**src/rtl/rd_ptr_handlr.sv**
```systemverilog
// Read-side pointer/empty handler for an async FIFO with a first-word-fall-through output register.
// Optional build macro RD_ALMOST_EMPTY_EN adds AE_LEVEL and the registered rd_level / rd_aempty.
module rd_ptr_handlr #(
  parameter int unsigned ADDR_SIZE = 4,
  parameter int unsigned DATA_SIZE = 8
`ifdef RD_ALMOST_EMPTY_EN
  , parameter int unsigned AE_LEVEL = 2
`endif
) (
  input  logic                 rclk,
  input  logic                 rrst_n,
  input  logic [ADDR_SIZE:0]   rq2_wptr,
  input  logic [DATA_SIZE-1:0] rdata_mem,
  input  logic                 rd_ready,
  output logic [ADDR_SIZE-1:0] raddr,
  output logic [ADDR_SIZE:0]   rptr,
  output logic                 rempty,
  output logic                 rd_valid,
`ifdef RD_ALMOST_EMPTY_EN
  output logic [ADDR_SIZE:0]   rd_level,
  output logic                 rd_aempty,
`endif
  output logic [DATA_SIZE-1:0] rd_data
);

  typedef enum logic {StEmpty, StValid} out_state_e;

  out_state_e         state;
  logic [ADDR_SIZE:0] rbin;
  logic [ADDR_SIZE:0] rbin_next;
  logic [ADDR_SIZE:0] rgray_next;
  logic               fetch;

  assign rd_valid   = (state == StValid);
  // A word leaves the RAM whenever the output register is free or being drained this cycle.
  assign fetch      = ~rempty & (~rd_valid | rd_ready);
  assign rbin_next  = rbin + {{ADDR_SIZE{1'b0}}, fetch};
  assign rgray_next = (rbin_next >> 1) ^ rbin_next;
  assign raddr      = rbin[ADDR_SIZE-1:0];

  always_ff @(posedge rclk or negedge rrst_n) begin
    if (!rrst_n) begin
      rbin   <= '0;
      rptr   <= '0;
      rempty <= 1'b1;
    end else begin
      rbin   <= rbin_next;
      rptr   <= rgray_next;
      rempty <= (rgray_next == rq2_wptr);
    end
  end

  always_ff @(posedge rclk or negedge rrst_n) begin
    if (!rrst_n) begin
      state   <= StEmpty;
      rd_data <= '0;
    end else begin
      unique case (state)
        StEmpty: begin
          if (fetch) begin
            rd_data <= rdata_mem;
            state   <= StValid;
          end
        end
        StValid: begin
          if (rd_ready) begin
            if (fetch) begin
              rd_data <= rdata_mem;
            end else begin
              state <= StEmpty;
            end
          end
        end
      endcase
    end
  end

`ifdef RD_ALMOST_EMPTY_EN
  localparam logic [ADDR_SIZE:0] AeLevel = AE_LEVEL[ADDR_SIZE:0];

  logic [ADDR_SIZE:0] rq2_wbin;
  logic [ADDR_SIZE:0] level_next;

  // Bit i of the binary value is the XOR of all Gray bits at or above i.
  always_comb begin
    rq2_wbin = '0;
    for (int i = 0; i <= ADDR_SIZE; i++) begin
      rq2_wbin[i] = ^(rq2_wptr >> i);
    end
  end

  assign level_next = rq2_wbin - rbin_next;

  always_ff @(posedge rclk or negedge rrst_n) begin
    if (!rrst_n) begin
      rd_level  <= '0;
      rd_aempty <= 1'b1;
    end else begin
      rd_level  <= level_next;
      rd_aempty <= (level_next <= AeLevel);
    end
  end
`endif

endmodule

```
**config.mk**
```make
export PLATFORM = sky130hd
export DESIGN_NAME = rd_ptr_handlr
export DESIGN_NICKNAME = d
export VERILOG_FILES = /design/src/rtl/rd_ptr_handlr.sv
export SDC_FILE = /design/constraint.sdc
export NUM_CORES = 1
export LEC_CHECK = 0
export CAP_MARGIN = 0
export CORE_MARGIN = 10
export CORE_UTILIZATION = 32
export CTS_BUF_LIST = sky130_fd_sc_hd__clkbuf_4 sky130_fd_sc_hd__clkbuf_8
export DETAILED_ROUTE_END_ITERATION = 8
export PLACE_DENSITY = 0.65
export REMOVE_ABC_BUFFERS = 1
export SYNTH_ARGS = -nofsm -noshare
export SYNTH_HDL_FRONTEND = slang
export SYNTH_SLANG_ARGS = --single-unit
```
**constraint.sdc**
```tcl
create_clock -name rclk -period 2.2 [get_ports rclk]
set_clock_uncertainty 0.05 [all_clocks]
set_input_delay 0.44 -clock rclk [delete_from_list [all_inputs] [get_ports rclk]]
set_output_delay 0.44 -clock rclk [all_outputs]
set_load 0.005 [all_outputs]
```
**Word level (Yosys, flattened, before mapping)**

Cells that the tools add are included.

- Add/subtract/negate cells: 1
- Multipliers: 0
- Div/mod/pow operators: 0
- $lt $le $gt $ge: 0
- Equal/unequal tests: 2
- Shifts and indexed selects: 0
- Muxes and demuxes: 6
- Bitwise operators: 5
- Reduce and logical (&&, ||, !) cells: 0

Operators by type and width:

| operator | number |
|---|---|
| 2-to-1 mux 8 bit | 2 |
| one-hot mux 8 bit (2 select lines) | 1 |
| adder 5 x 1 -> 5 bit | 1 |
| == test 5 bit | 1 |
| bitwise XOR 4 x 5 -> 5 bit | 1 |
| 2-to-1 mux 1 bit | 2 |
| inequality test 2 bit, second input constant | 1 |
| inverter 1 bit | 2 |
| one-hot mux 1 bit (2 select lines) | 1 |
| bitwise AND 1 bit | 1 |
| bitwise OR 1 bit | 1 |

- Bits in registers: 20
- Latch bits: 0
- Bits in writable memories: 0
- Bits in read-only memories: 0
- Output and inout port bits: 19
- Memories kept: 0

**Depth between registers and ports, before layout**

Gate-level depths: netlist of the first run.

- Depth in word-level cells: 6
- Mapped depth: 9

**Worst setup path before layout of the first run**

OpenSTA, ideal clock, no wires.

- Kind: input -> register
- From: in rd_ready
- To: reg rempty
- Setup time: 68 ps
- Data arrival time: 2047 ps
- Setup slack: 35 ps
- Stages on the path: 9
- Buffers on the path: 1
- Path through: inv_1 a21oi_2 ha_1 ha_1 buf_2 nor2b_1 a22o_1 or3_1 a21oi_2

- Cells in the longest elaborated chain, start to end: 5

RTL lines:

| item | RTL line | RTL |
|---|---|---|
| start: declaration | 14 | `input logic rd_ready,` |
| bitwise OR 1 bit | 36 | `assign fetch = ~rempty & (~rd_valid \| rd_ready);` |
| bitwise AND 1 bit | 36 |  |
| adder 5 x 1 -> 5 bit | 37 | `assign rbin_next = rbin + {{ADDR_SIZE{1'b0}}, fetch};` |
| bitwise XOR 4 x 5 -> 5 bit | 38 | `assign rgray_next = (rbin_next >> 1) ^ rbin_next;` |
| == test 5 bit | 49 | `rempty <= (rgray_next == rq2_wptr);` |
| end signal: assignment | 49 |  |
| end: declaration | 17 | `output logic rempty,` |

Every way passes these cells.
A chain may end at the register's enable or synchronous reset.

**Worst setup path in the final report of the first run**

Ends and elaborated chain as after synthesis.

==> results_dict.tcl, run 1 <==
set metrics [dict create \
    outcome "finished clean" \
    ctsHtreeMaxLevel 1 \
    cts_made_buffers 3 \
    avgSynthCellArea_sq_um 13.67 \
    final_common_cell "clkdlybuf4s50_1" \
    clockRootBuffer "clkbuf_4" \
    total_power_mw 1.866 \
    utilization_pct 51.11 \
    yosys.cell_types.count 23 \
    seq_area_frac_synth_pct 53.66 \
    start_util_pct 32.78 \
    pin_count 35 \
    pwr-share-clk_pct 9.5 \
    fmax_ghz 0.4801 \
    multi_input_area_sq_um 404.1 \
    min_path_type "primary input to asynchronous set/reset pin" \
    yosys_warnings 0 \
    clock_path_buffers 2 \
    end_kind "flip-flop" \
    setup_slack_ns 0.1173 \
    path_clk_slew_ns 0.11 \
    worstReg2RegStart "rempty" \
    grt_max_degree 14 \
    hold_slack_ns 0.3391 \
    power_density_mw_per_mm2 1347 \
    first_pass_iters 4 \
    crit_fanout 9 \
    io_buffers 34 \
    critPathArrivalTime_ns 2.27 \
    die_y_um 72.69 \
    netlist_area_sq_um 888.4 \
    drive_above_1_share_pct 20.35 \
    route.detailed.drc 0 \
    critPathCapture "rempty" \
    ant_nets 0 \
    finalSetupTns_ns 0 \
    finalHoldViolCount 0 \
    setup_violations 0 \
    r2r_cells 7 \
    slew_viol_final 0 \
    n_fill_cell 260 \
    fp.dieW_um 72.69 \
    pre_cts_ws_ns -0.2230 \
    cts_setup_buffers 0 \
    combinationalPowerShare_pct 57.0 \
    ys_seq_elements 19 \
    area_delta_synth_final_pct 55.92 \
    netSwitchingFraction_pct 33.68 \
    drv_cap 0 \
    clkLatencyLatePin_ns 0.29 \
    rrSetupSlack_ns 0.31 \
    n_antenna_cell 0 \
    rsz0062_at_grt "no" \
    worst_slew_pin_slew_ns 0.3244 \
    dieArea_sq_mm 0.005284 \
    placementRows 19 \
    finalCritPeriodShare_pct 94.67 \
    antenna_found_initial 0 \
    vias 665 \
    synth_cells 65 \
    gp_congestion 0.8130 \
    register_area_sq_um 476.7 \
    ir_drop_mv 0.7230 \
    yosys-top-cells-area "dfrtp_1 51%, mux2_1 8.9%, xnor2_1 5.9%" \
    p_leak_nw 0.6103 \
    final_nets 133 \
    drt_iter0_markers 13 \
    netSwitchingPower_mw 0.6284 \
    cts.sinks 19 \
    grt_pass1_vias 759 \
    setup.worst_path.start_class "primary input" \
    p_seq_share_pct 33.5 \
    path_class "primary input to flip-flop" \
    grt_usage_pct 8.257 \
    wl_per_cell_um 14.92 \
    dp_hpwl_um 1743 \
    mostFrequentLayoutCells "34 x clkdlybuf4s50_1, 18 x dfrtp_1, 11 x buf_4, 7 x mux2_1, 6 x xnor2_1" \
    p_int_mw 1.237 \
    period_needed_ns 2.083 \
    tritoncts "done" \
    vias_per_cell 4.618 \
    slew-limit-headroom_pct 78.31 \
    fp.coreArea_sq_mm 0.002710 \
    rr_endpoint "rempty" \
    drt_wl_total_um 2149 \
    cp.required_ns 2.39 \
    netlist.area_leader.share_pct 50.70 \
    grt_pass1_wl_um 3498 \
    synth_top_area_cell "dfrtp_1" \
    crit_start "rd_ready" \
    hold_buffers 0 \
    gr-total-overflow 0 \
]
cell families after synthesis:
logic type | share of synthesized area, %
compound gates | 6.339
xor+xnor | 17.75
fa+ha+maj | 4.226
buf+inv | 2.252
flops | 53.66
mux | 10.14
simple gates | 5.635
metrics by stage:
stage          instances  cell area, sq um
4_1_cts              144              1373
2_1_floorplan         64             883.3
6_report             144              1385
5_1_grt              144              1385
3_5_place_dp         140              1345
3_3_place_gp         140              1345
synthesized netlist by cell type:
library cell,count
a21boi_1,1
a21oi_2,2
a22o_1,1
and3_1,1
buf_2,1
dfrtp_1,18
dfstp_2,1
ha_1,3
inv_1,4
mux2_1,7
mux2_2,1
nand2_1,1
nand3_1,2
nor2_1,2
nor2b_1,1
nor3_2,1
o211ai_2,1
o21ai_0,2
or3_1,1
xnor2_1,6
xnor2_2,1
xnor3_1,2
xor2_1,5
worst min-delay path by stage:
stage,from,endpoint,slack [ns],cells past startpoint
after detailed placement,rd_data[2],rd_data[2],0.43,1
after CTS,rrst_n,rbin[4],0.35,1
final,rrst_n,rbin[4],0.34,1
after global placement,rempty,rd_valid,0.41,1
after global routing,rrst_n,rbin[4],0.35,1
after floorplan,rrst_n,rbin[0],0.09,0
power by group through the flow:
| stage | Combinational (mW) | Sequential [mW] | Clock (mW) |
|---|---|---|---|
| global route | 1.17 | 0.647 | 0.199 |
| detailed placement | 1.06 | 0.629 | 0 |
| global placement | 1.04 | 0.624 | 0 |
| CTS | 1.07 | 0.623 | 0.187 |
| floorplan | 0.512 | 0.623 | 0 |
| finish | 1.06 | 0.626 | 0.177 |
per-layer routing:
metal  vias to the layer above  global-route usage (%)  wire length, um
li1                        313                       -                -
met1                       322                   8.793              814
met2                        28                   13.20             1045
met3                         2                   4.762              282
met4                         0                   3.165                7
met5                         -                       0                0
state kept, by name (all words and copies together), names as in the netlist:
name      count
rempty        1
rbin          5
rd_valid      1
rptr          4
rd_data       8
critical path, stage by stage:
cell and delay, ns:
clkdlybuf4s50_1 0.48, inv_1 0.05, a21oi_2 0.15, buf_4 0.20, ha_1 0.21, nand2_1 0.07, a22o_1 0.20, or3_1 0.36
a21oi_2 0.12
final cells by class:
cell class                      count  area share (%)
Sequential cell                    19           34.42
Timing Repair Buffer               45           30.53
Clock inverter                      1          0.3613
Inverter                            4           1.084
Multi-Input combinational cell     41           29.18
Tap cell                           31           2.800
Clock buffer                        3           1.626
repair_timing:
action	in CTS	in global routing
endpoints found under the hold margin	0	0
setup endpoints to repair	0	1
gates resized for setup	0	2
No activity file was read; power rests on OpenSTA's default activity.
==> inputs of run 2 (changes only) <==
HOLD_SLACK_MARGIN = 0.05   (was default)
==> results of run 2 <==
Final layout, timing and power as in run 1 (identical DEF).
